<file path="src/rtl/pll_pkg.sv">
// pll_pkg: shared state encoding and counter-width helper for the loop filter sequencer
package pll_pkg;
  localparam int STATE_W = 2;
  typedef enum logic [STATE_W-1:0] {IDLE, FLUSH, ACQUIRE, TRACK} seq_state_t;
  function automatic int cnt_width(int max_val);
    return (max_val < 1) ? 1 : $clog2(max_val + 1);
  endfunction
endpackage

</file>
<file path="src/rtl/window_event_counter.sv">
// window_event_counter: fixed-length observation window with a saturating event count
module window_event_counter
  import pll_pkg::*;
#(
  parameter int WINDOW_LEN = 256
) (
  input  logic                               clk_i,
  input  logic                               reset_i,
  input  logic                               clear,
  input  logic                               run,
  input  logic                               evt,
  output logic                               window_done,
  output logic [cnt_width(WINDOW_LEN)-1:0]   count
);
  localparam int PW = cnt_width(WINDOW_LEN - 1);
  localparam int CW = cnt_width(WINDOW_LEN);
  localparam logic [PW-1:0] LAST = PW'(WINDOW_LEN - 1);
  localparam logic [CW-1:0] MAX = '1;
  logic [PW-1:0] cyc;
  logic [CW-1:0] acc;
  assign window_done = run && cyc == LAST;
  // count already includes this cycle's event so the last cycle is judged in full
  assign count = (evt && acc != MAX) ? acc + CW'(1) : acc;
  always_ff @(posedge clk_i or negedge reset_i)
    if (!reset_i) begin
      cyc <= '0;
      acc <= '0;
    end else if (clear) begin
      cyc <= '0;
      acc <= '0;
    end else if (run) begin
      cyc <= window_done ? '0 : cyc + PW'(1);
      acc <= window_done ? '0 : count;
    end
endmodule

</file>
<file path="src/rtl/loop_filter_sequencer.sv">
// loop_filter_sequencer: flush/acquire/track sequencing of the PLL loop filter with windowed lock detection
module loop_filter_sequencer
  import pll_pkg::*;
#(
  parameter int FLUSH_CYCLES  = 4,
  parameter int WINDOW_LEN    = 256,
  parameter int LOCK_THRESH   = 2,
  parameter int LOCK_WINDOWS  = 4,
  parameter int UNLOCK_THRESH = 8
) (
  input  logic       clk_i,
  input  logic       reset_i,
  input  logic       enable_i,
  input  logic       early_i,
  input  logic       late_i,
  input  logic       positiveShift_i,
  input  logic       negativeShift_i,
  output logic       filterReset_o,
  output logic       forwarding_o,
  output logic       slowing_o,
  output logic       fastAdvance_o,
  output logic       fastRetard_o,
  output logic       locked_o,
  output logic [1:0] state_o
);
  localparam int FW = cnt_width(FLUSH_CYCLES - 1);
  localparam int QW = cnt_width(LOCK_WINDOWS);
  localparam int CW = cnt_width(WINDOW_LEN);
  localparam logic [FW-1:0] FLAST = FW'(FLUSH_CYCLES - 1);
  localparam logic [QW-1:0] LW = QW'(LOCK_WINDOWS);
  localparam logic [CW-1:0] LT = CW'(LOCK_THRESH);
  localparam logic [CW-1:0] UT = CW'(UNLOCK_THRESH);
  seq_state_t state, nxt;
  logic [FW-1:0] flush_cnt;
  logic [QW-1:0] quiet, quiet_nxt;
  logic [CW-1:0] count;
  logic adv, ret, shift, acq, trk, evt, done;
  // simultaneous opposite pulses cancel
  assign adv = early_i & ~late_i;
  assign ret = late_i & ~early_i;
  assign shift = positiveShift_i ^ negativeShift_i;
  assign acq = state == ACQUIRE;
  assign trk = state == TRACK;
  assign evt = acq ? (adv | ret) : (trk & shift);
  window_event_counter #(.WINDOW_LEN(WINDOW_LEN)) u_win (
    .clk_i       (clk_i),
    .reset_i     (reset_i),
    .clear       (!(acq || trk)),
    .run         (acq || trk),
    .evt         (evt),
    .window_done (done),
    .count       (count)
  );
  always_comb begin
    quiet_nxt = (count <= LT) ? quiet + QW'(1) : '0;
    nxt = state;
    case (state)
      IDLE:    nxt = FLUSH;
      FLUSH:   nxt = (flush_cnt == FLAST) ? ACQUIRE : FLUSH;
      ACQUIRE: nxt = (done && quiet_nxt == LW) ? TRACK : ACQUIRE;
      TRACK:   nxt = (done && count > UT) ? FLUSH : TRACK;
      default: nxt = IDLE;
    endcase
    if (!enable_i) nxt = IDLE;
  end
  always_ff @(posedge clk_i or negedge reset_i)
    if (!reset_i) begin
      state         <= IDLE;
      flush_cnt     <= '0;
      quiet         <= '0;
      filterReset_o <= 1'b0;
      locked_o      <= 1'b0;
      fastAdvance_o <= 1'b0;
      fastRetard_o  <= 1'b0;
      forwarding_o  <= 1'b0;
      slowing_o     <= 1'b0;
    end else begin
      state         <= nxt;
      flush_cnt     <= (state == FLUSH) ? flush_cnt + FW'(1) : '0;
      quiet         <= !acq ? '0 : done ? quiet_nxt : quiet;
      filterReset_o <= nxt == ACQUIRE || nxt == TRACK;
      locked_o      <= nxt == TRACK;
      fastAdvance_o <= acq & adv;
      fastRetard_o  <= acq & ret;
      forwarding_o  <= trk & adv;
      slowing_o     <= trk & ret;
    end
  assign state_o = state;
endmodule
</file>
<file path="config.mk">
export PLATFORM = sky130hd
export DESIGN_NAME = loop_filter_sequencer
export DESIGN_NICKNAME = d
export VERILOG_FILES = /design/src/rtl/pll_pkg.sv /design/src/rtl/window_event_counter.sv /design/src/rtl/loop_filter_sequencer.sv
export SDC_FILE = /design/constraint.sdc
export NUM_CORES = 1
export LEC_CHECK = 0
export CAP_MARGIN = 30
export CORE_AREA = 2 2 65 67
export CTS_CLUSTER_SIZE = 25
export DETAILED_ROUTE_END_ITERATION = 7
export DIE_AREA = 0 0 67 69
export PLACE_DENSITY = 0.65
export SYNTH_ARGS = -nofsm -noshare
export SYNTH_HDL_FRONTEND = slang
export SYNTH_SLANG_ARGS = --single-unit
</file>
<file path="constraint.sdc">
create_clock -name clk_i -period 6.45 [get_ports clk_i]
set_input_delay 1.29 -clock clk_i [delete_from_list [all_inputs] [get_ports clk_i]]
set_output_delay 1.29 -clock clk_i [all_outputs]
set_load 0.005 [all_outputs]
</file>
Yosys cells after proc, flatten, opt, wreduce, memory -nomap -nowiden
Index checks and enable logic that the tools add are counted.

operators by class
  add/sub/neg operators = 4
  order comparisons = 2
  equality and inequality tests = 10
  mux-type cells = 15
  bitwise gates (word level) = 11
  reduce and logical (&&, ||, !) cells = 7

operators by type and width
  kind                                                                               number
  9-bit two-way mux                                                                  3
  8-bit two-way mux                                                                  2
  2-bit == test (second input constant)                                              5
  9-bit by 1-bit adder with 9-bit output (second input constant)                     1
  9-bit by 4-bit > comparator with 1-bit output (second input constant)              1
  9-bit by 2-bit less-or-equal comparator with 1-bit output (second input constant)  1
  3-bit two-way mux                                                                  3
  9-bit != test (second input constant)                                              1
  8-bit by 1-bit adder with 8-bit output (second input constant)                     1
  8-bit == test (second input constant)                                              1
  2-bit two-way mux                                                                  4
  2-bit one-hot mux with 4 select lines                                              1
  1-bit AND                                                                          7
  1-bit logical AND                                                                  4
  3-bit by 1-bit adder with 3-bit output (second input constant)                     1
  3-bit == test (second input constant)                                              1
  2-bit by 1-bit adder with 2-bit output (second input constant)                     1
  2-bit by 1-bit == test with 1-bit output (second input constant)                   1
  2-bit logical NOT                                                                  1
  1-bit logical OR                                                                   2
  1-bit two-way mux                                                                  2
  2-bit by 1-bit != test with 1-bit output (second input constant)                   1
  1-bit inverter                                                                     2
  1-bit OR                                                                           1
  1-bit bitwise XOR                                                                  1

word-level totals
  register bits = 30
  input port bits = 7
  logic and storage cells = 60

Logic depth before layout (Yosys ltp)
Gate-level depths: netlist of the first run.

  depth after elaboration = 15
  mapped depth = 12
  mapped depth without buffers = 10

By module
Synthesis of the first run repeated with hierarchy kept, for this count alone.

unflattened totals
  cells, all modules = 171
  area total of the unflattened synthesis = 1671.6 µm²

by module, submodules not included
  module                 instances  cells an instance  area an instance (µm²)
  window_event_counter   1          108                1052.3
  loop_filter_sequencer  1          63                 619.3

Worst setup path after synthesis of the first run
OpenSTA, ideal clock, no wires.

  kind = input-to-reg
  from = in early_i
  to = reg quiet[2]
  arrival = 3010 ps
  required time = 6386 ps
  setup slack = 3375 ps
  stages = 9
  buffers on the path = 1
  path through = inv_1 ha_1 and2b_1 a211oi_2 buf_6 nand4_1 a2111o_1 a2111oi_2 a21o_1

on the way
  cells in the longest elaborated chain, start to end = 10
  elaborated cells on any way between the ends = 11
  those cells by class = 1 x order compare; 5 x mux; 4 x bitwise; 1 x reduce/logical

ends and longest elaborated chain
  what                                                         RTL line                     RTL
  from (decl)                                                  loop_filter_sequencer.sv:14  input logic early_i,
  1-bit inverter                                               loop_filter_sequencer.sv:40  assign ret = late_i & ~early_i;
  1-bit AND                                                    loop_filter_sequencer.sv:40
  1-bit OR *                                                   loop_filter_sequencer.sv:44  assign evt = acq ? (adv | ret) : (trk & shift);
  1-bit two-way mux *                                          loop_filter_sequencer.sv:44
  1-bit logical AND *                                          window_event_counter.sv:23   assign count = (evt && acc != MAX) ? acc + CW'(1) : acc;
  9-bit two-way mux *                                          window_event_counter.sv:23
  9-bit by 2-bit less-or-equal comparator with 1-bit output *  loop_filter_sequencer.sv:55  quiet_nxt = (count <= LT) ? quiet + QW'(1) : '0;
  3-bit two-way mux *                                          loop_filter_sequencer.sv:55
  3-bit two-way mux * (2 in a row)                             loop_filter_sequencer.sv:80  quiet <= !acq ? '0 : done ? quiet_nxt : quiet;
  to (signal assigned)                                         loop_filter_sequencer.sv:80
  to (decl)                                                    loop_filter_sequencer.sv:35  logic [QW-1:0] quiet, quiet_nxt;

Mark *: on every way between the ends. The rest lies on a longest branch, timed or not. The select of a mux whose other input is x is not followed.
A chain may end at the register's enable or synchronous reset.

Worst setup path in the final report of the first run
  from = in early_i
  to = reg filterReset_o

on the way
  cells in the longest elaborated chain, start to end = 15
  elaborated cells on any way between the ends = 20
  those cells by class = 2 x order compare; 3 x eq/ne; 7 x mux; 4 x bitwise; 4 x reduce/logical

ends and longest elaborated chain
  what                                                       RTL line                     RTL
  1-bit inverter                                             loop_filter_sequencer.sv:40
  1-bit AND                                                  loop_filter_sequencer.sv:40
  1-bit OR *                                                 loop_filter_sequencer.sv:44
  1-bit two-way mux *                                        loop_filter_sequencer.sv:44
  1-bit logical AND *                                        window_event_counter.sv:23
  9-bit two-way mux *                                        window_event_counter.sv:23
  9-bit by 2-bit less-or-equal comparator with 1-bit output  loop_filter_sequencer.sv:55
  3-bit two-way mux                                          loop_filter_sequencer.sv:55
  3-bit == test                                              loop_filter_sequencer.sv:60  ACQUIRE: nxt = (done && quiet_nxt == LW) ? TRACK : ACQUIRE;
  1-bit logical AND                                          loop_filter_sequencer.sv:60
  1-bit two-way mux                                          loop_filter_sequencer.sv:60
  2-bit one-hot mux with 4 select lines *                    loop_filter_sequencer.sv:57  case (state)
  2-bit two-way mux *                                        loop_filter_sequencer.sv:64  if (!enable_i) nxt = IDLE;
  2-bit == test                                              loop_filter_sequencer.sv:81  filterReset_o <= nxt == ACQUIRE || nxt == TRACK;
  1-bit logical OR *                                         loop_filter_sequencer.sv:81
  to (signal assigned)                                       loop_filter_sequencer.sv:71  filterReset_o <= 1'b0;
  to (signal assigned)                                       loop_filter_sequencer.sv:81
  to (decl)                                                  loop_filter_sequencer.sv:18  output logic filterReset_o,

Mark *: on every way between the ends. The rest lies on a longest branch, timed or not.

==> flow_metrics.env, run 1 <==
export IMPL_clockRootBuffer="clkbuf_8"
export IMPL_synth_top_area_share_pct=44.8
export IMPL_cts_resized_gates=0
export IMPL_die_h_um=69
export IMPL_htreeDepth=2
export IMPL_min_path_cells=1
export IMPL_clockBufferDepth=2
export IMPL_maxCapViolCount=0
export IMPL_cts_hold_buf=0
export IMPL_r2r_start="u_win.acc[0]$_DFF_PN0_"
export IMPL_slew_limit_headroom_pct=47.8
export IMPL_power_density_nw_per_um2=235
export IMPL_r2r_setup_slack_ps=3120
export IMPL_yosysUniqueCellTypes=49
export IMPL_slew_viol_final=0
export IMPL_grt_overflow=0
export IMPL_yosys_warnings=0
export IMPL_seq_power_share_pct=48.0
export IMPL_nets=190
export IMPL_min_period_ps=3800
export IMPL_yosys_top_cells_area="dfrtp_1 45%, ha_1 5.2%, xor2_1 4.7%"
export IMPL_drive_gt1_share_pct=12.4
export IMPL_path_class="input pin to register"
export IMPL_cts_sinks=30
export IMPL_power_share_switching_pct=28.3
export IMPL_finalWirelength_mm=3.28
export IMPL_cellLeakagePower_nw=0.870
export IMPL_switching_power_w=0.000130
export IMPL_antenna_found_initial=0
export IMPL_hold_class="register to register"
export IMPL_postLayoutCoreUtil_pct=49.7
export IMPL_ant_nets=0
export IMPL_syn_cell_area_um2=1680
export IMPL_hold_violations=0
export IMPL_grt_pass1_wl_mm=5.49
export IMPL_critPathRequiredTime_ps=6620
export IMPL_max_slew_worst_pin_slew_ps=782
export IMPL_p_comb_share_pct=18.3
export IMPL_gr_usage_all_layers_pct=15.8
export IMPL_cp_arrival_ps=3970
export IMPL_die_area_um2=4620
export IMPL_crit_path_start="early_i"
export IMPL_yosys_most_used_dff="dfrtp_1"
export IMPL_std_cell_rows=23
export IMPL_clkTransAtPathRegs_ps=60
export IMPL_status="finished clean"
export IMPL_worstPathMaxFanout=11
export IMPL_hpwlAfterDp_mm=2.40
export IMPL_core_area_um2=3910
export IMPL_internal_power_w=0.000328
export IMPL_initial_core_util_pct=42.8
export IMPL_grt_max_degree=31
export IMPL_port_buffers=14
export IMPL_final_common_cell="dfrtp_1"
export IMPL_synth_edf_count=0
export IMPL_initialDrtViolationCount=101
export IMPL_fin_worst_skew_ps=5.31
export IMPL_cts_tree="built"
export IMPL_layout_common_cells="30 x dfrtp_1, 20 x nor2_1, 14 x clkdlybuf4s50_1, 10 x and3_1, 9 x xor2_1"
export IMPL_area_growth_pct=16.1
export IMPL_numCtsBuffers=5
export IMPL_ys_seq_elements=30
export IMPL_synth_seq_area_share_pct=44.8
export IMPL_vias=1221
export IMPL_r2r_end="filterReset_o$_DFF_PN0_"
export IMPL_synthCells=159
export IMPL_endpoint="filterReset_o$_DFF_PN0_"
export IMPL_synth_area_per_cell_um2=10.5
export IMPL_end_kind="register"
export IMPL_synth_async_sr_flop_share_pct=100
export IMPL_avgViaCountPerCell=5.38
export IMPL_num_io_pins=15
export IMPL_irDropWorstVdd_mv=0.124
export IMPL_first_global_vias=1184
export IMPL_fin_crit_sh_pct=59.0
export IMPL_first_pass_iters=4
export IMPL_rsz0062_at_grt="no"
export IMPL_fmax_ghz=0.263
export IMPL_wl_per_cell_um=14.4
export IMPL_fillCellCount=383
export IMPL_drc_errors=0
export IMPL_antenna_cells=0
export IMPL_pwr_share_clk_pct=33.7
export IMPL_startpoint_type="input pin"
export IMPL_r2r_cells=10
export IMPL_die_w_um=67
export IMPL_gp_congestion=0.853
export IMPL_post_cts_buffers=0
export IMPL_yosysTopAreaCell="dfrtp_1"
export IMPL_finalSetupTns_ps=0
export IMPL_setup_viol=0
export IMPL_syn_num_nets=173
export IMPL_clk_insertion_delay_late_ps=280
routing by layer:
metal  track usage [%]  vias up  share of wire [%]
met5                 0        -                  0
met1              19.7      586                 46
met3              4.57        6                4.9
met4              7.48        0                2.1
li1                  -      604                  -
met2              24.5       25                 47
metrics by stage:
step,worst slack [ps],cell area [um2],power (W),hold WS [ps],cells
after floorplan,3380,1680,0.000270,408,159
after global placement,2430,1850,0.000305,424,219
after detailed placement,2370,1850,0.000308,423,219
after CTS,2670,1950,0.000465,431,227
after global routing,2550,1950,0.000487,439,227
final,2650,1950,0.000458,426,227
kinds of logic (layout without fill, tap and decap cells):
kind of cell               count (synthesis)  count (layout)  share of synthesized area, %
buffers and inverters                     11              29                          3.44
DFF                                       30              30                          44.8
adders and majority gates                  7               7                          5.23
AOI/OAI and AO/OA                         24              24                          12.8
xor gates and xnor gates                  16              16                          8.81
muxes                                      4               4                          2.54
and+or+nand+nor                           67              67                          22.4
synth_stat cells, drive strengths merged (2+ instances only):
master	instances
dfrtp	30
nor2	21
and3	10
xor2	9
nand2	8
nand3	8
ha	7
xnor2	7
inv	5
a2111oi	3
a211oi	3
and2	3
buf	3
clkbuf	3
a2111o	2
a21oi	2
a41oi	2
mux2	2
mux2i	2
nand4	2
nor2b	2
nor3	2
o21ai	2
or2b	2
worst max-delay path, cell delays in order:
cell             delay, ps
clkdlybuf4s50_1        480
inv_1                   50
ha_1                   270
and2b_1                210
a211oi_2               630
mux2_2                 440
o22a_1                 230
a41oi_1                290
nor2b_1                 80
power groups by stage:
stage	Sequential (W)	Combinational (W)	Clock, W
2_1_floorplan	0.000216	0.0000537	0
3_3_place_gp	0.000223	0.0000825	0
3_5_place_dp	0.000223	0.0000852	0
4_1_cts	0.000220	0.0000854	0.000160
5_1_grt	0.000222	0.0000954	0.000169
6_report	0.000220	0.0000837	0.000154
layout make-up:
| cell class | instances | area [um2] | share of cell area (%) |
|---|---|---|---|
| multi-input cells | 118 | 867 | 44.6 |
| flip-flops and latches | 30 | 751 | 38.6 |
| repair buffers | 16 | 155 | 7.97 |
| clock buffers | 7 | 86.3 | 4.44 |
| well taps | 50 | 62.6 | 3.22 |
| inverters | 5 | 18.8 | 0.965 |
| clock inverters | 1 | 5.00 | 0.257 |
sequential cells by signal (all words and copies together) (netlist names):
| register | count |
|---|---|
| u_win.acc | 9 |
| u_win.cyc | 8 |
| quiet | 3 |
| flush_cnt | 2 |
| state_o | 2 |
| fastAdvance_o | 1 |
| fastRetard_o | 1 |
| filterReset_o | 1 |
| forwarding_o | 1 |
| locked_o | 1 |
| slowing_o | 1 |
worst min-delay path by stage:
stage	start	endpoint	slack, ps
after floorplan	flush_cnt[0]$_DFF_PN0_	flush_cnt[0]$_DFF_PN0_	410
after global placement	flush_cnt[0]$_DFF_PN0_	flush_cnt[0]$_DFF_PN0_	420
after detailed placement	flush_cnt[0]$_DFF_PN0_	flush_cnt[0]$_DFF_PN0_	420
after CTS	flush_cnt[0]$_DFF_PN0_	flush_cnt[0]$_DFF_PN0_	430
after global routing	flush_cnt[0]$_DFF_PN0_	flush_cnt[0]$_DFF_PN0_	440
final	flush_cnt[0]$_DFF_PN0_	flush_cnt[0]$_DFF_PN0_	430
Note: power is estimated with default switching activity, not from simulation.
==> run 2, diff against run 1 <==
- clock period: 6.45 -> 3.85 ns (I/O delays scaled with it)
==> run 2 against run 1 <==
Compared with the run above:
- cell count is 0.44% higher
- register-to-register slack worse by 2300 ps
- sequential power is 68% higher
- final area is 1.3% higher
- critical path depth is 2 higher
- flip-flop and latch count stayed put
- via count is 1.6% higher
- worst hold slack better by 0.83 ps
- sequential share of layout area is 0.49 points lower
- critical endpoint is now state_o[1]$_DFF_PN0_
- largest power group unchanged
==> flow_metrics.env, run 2 (synthesis gave the netlist of run 1 again) <==
export IMPL_status="finished clean"
export IMPL_r2r_start="u_win.acc[0]$_DFF_PN0_"
export IMPL_nets=191
export IMPL_slew_viol_final=0
export IMPL_pwr_share_clk_pct=37.5
export IMPL_finalWirelength_mm=3.28
export IMPL_placed_cells=220
export IMPL_internal_power_w=0.000598
export IMPL_power_share_switching_pct=26.8
export IMPL_fin_worst_skew_ps=4.14
export IMPL_fin_crit_sh_pct=78.6
export IMPL_die_area_um2=4620
export IMPL_drive_gt1_share_pct=13.5
export IMPL_hold_violations=0
export IMPL_end_kind="register"
export IMPL_holdPathEnd="flush_cnt[0]$_DFF_PN0_"
export IMPL_fillCellCount=366
export IMPL_core_area_um2=3910
export IMPL_path_class="register to register"
export IMPL_hpwlAfterDp_mm=2.43
export IMPL_cts_tree="built"
export IMPL_irDropWorstVdd_mv=0.161
export IMPL_r2r_cells=11
export IMPL_area_growth_pct=17.6
export IMPL_wl_per_cell_um=14.4
export IMPL_first_global_vias=1274
export IMPL_die_w_um=67
export IMPL_antenna_cells=0
export IMPL_multiInputGateArea_um2=867
export IMPL_critPathRequiredTime_ps=4010
export IMPL_maxCapViolCount=0
export IMPL_htreeDepth=2
export IMPL_ant_nets=0
export IMPL_die_h_um=69
export IMPL_clkTransAtPathRegs_ps=60
export IMPL_final_common_cell="dfrtp_1"
export IMPL_slew_limit_headroom_pct=59.5
export IMPL_layout_common_cells="30 x dfrtp_1, 20 x nor2_1, 14 x clkdlybuf4s50_1, 10 x and3_1, 9 x xor2_1"
export IMPL_fmax_ghz=0.331
export IMPL_grt_overflow=0
export IMPL_vias=1240
export IMPL_grt_max_degree=31
export IMPL_reg_largest_list="u_win.acc: 9 flops, u_win.cyc: 8 flops, quiet: 3 flops"
export IMPL_grt_pass1_wl_mm=5.81
export IMPL_worstPathMaxFanout=11
export IMPL_fin_cells=228
export IMPL_min_period_ps=3020
export IMPL_port_buffers=14
export IMPL_path_buf_inv=1
export IMPL_clockRootBuffer="clkbuf_8"
export IMPL_avgViaCountPerCell=5.44
export IMPL_gr_usage_all_layers_pct=16.6
export IMPL_clockBufferDepth=2
export IMPL_min_path_cells=1
export IMPL_initial_core_util_pct=42.8
export IMPL_max_slew_worst_pin_slew_ps=602
export IMPL_setup_viol=0
export IMPL_cts_resized_gates=0
export IMPL_cp_top_family="compound AO/OA/AOI/OAI gates"
export IMPL_max_flop_register="u_win.acc"
export IMPL_initialDrtViolationCount=94
export IMPL_largest_reg_flops=9
export IMPL_regArea_um2=751
export IMPL_hp_start="flush_cnt[0]$_DFF_PN0_"
export IMPL_cts_hold_buf=0
export IMPL_crit_path_start="u_win.acc[0]$_DFF_PN0_"
export IMPL_fin_total_pwr_w=0.000817
export IMPL_cpMaxStageDelayCell="dfrtp_1"
export IMPL_r2r_setup_slack_ps=830
export IMPL_slowest_delay_ps=460
export IMPL_drc_errors=0
export IMPL_p_comb_share_pct=17.4
export IMPL_clk_insertion_delay_late_ps=280
export IMPL_first_pass_iters=4
export IMPL_power_density_nw_per_um2=414
export IMPL_switching_power_w=0.000219
export IMPL_startpoint_type="register"
export IMPL_cp_arrival_ps=3180
export IMPL_cts_sinks=30
export IMPL_antenna_found_initial=0
export IMPL_post_cts_buffers=0
export IMPL_std_cell_rows=23
export IMPL_crit_chain="ha_1, and3_1, and3_1, ha_1, nand2b_4, a211oi_2, buf_4, mux2_2, o22a_1, a41oi_1, nor2b_1"
export IMPL_gp_congestion=0.817
export IMPL_finalSetupTns_ps=0
export IMPL_cellLeakagePower_nw=0.885
export IMPL_num_io_pins=15
export IMPL_rsz0062_at_grt="no"
export IMPL_numCtsBuffers=5
export IMPL_hold_class="register to register"
export IMPL_seq_power_share_pct=45.2
export IMPL_r2r_end="state_o[1]$_DFF_PN0_"
[run 2: layout make-up]
class	count	area share [%]
clock buffers	5	3.49
clock inverters	3	2.03
inverters	5	0.952
multi-input cells	118	44.0
flip-flops and latches	30	38.1
well taps	50	3.17
repair buffers	17	8.25
[run 2: per-stage QoR]
| stage | area, um2 | hold slack, ps | utilization, % | setup slack (ps) |
|---|---|---|---|---|
| finish | 1970 | 427 | 50.4 | 826 |
| global placement | 1860 | 421 | 47.6 | 626 |
| detailed placement | 1860 | 424 | 47.6 | 568 |
| CTS | 1970 | 432 | 50.4 | 809 |
| global route | 1970 | 466 | 50.4 | 640 |
| floorplan | 1680 | 408 | - | 1170 |
[run 2: power by group through the flow]
stage	logic, W	clock network, W	registers (W)
floorplan	0.0000899	0	0.000362
global placement	0.000140	0	0.000374
finish	0.000142	0.000306	0.000369
global route	0.000159	0.000330	0.000374
detailed placement	0.000144	0	0.000375
CTS	0.000146	0.000312	0.000369
[run 2: how the worst max path moves through the flow]
stage | end | depth (start not counted)
after floorplan | quiet[2]$_DFFE_PN0P_ | 12
after global placement | filterReset_o$_DFF_PN0_ | 10
after detailed placement | state_o[1]$_DFF_PN0_ | 10
after CTS | state_o[1]$_DFF_PN0_ | 11
after global routing | filterReset_o$_DFF_PN0_ | 10
final | state_o[1]$_DFF_PN0_ | 11
[run 2: per-layer routing]
| metal | part of all wire, % | track usage (%) |
|---|---|---|
| met5 | 0 | 0 |
| met4 | 1.7 | 6.12 |
| met3 | 4.1 | 4.89 |
| met2 | 51 | 27.1 |
| met1 | 44 | 20.4 |
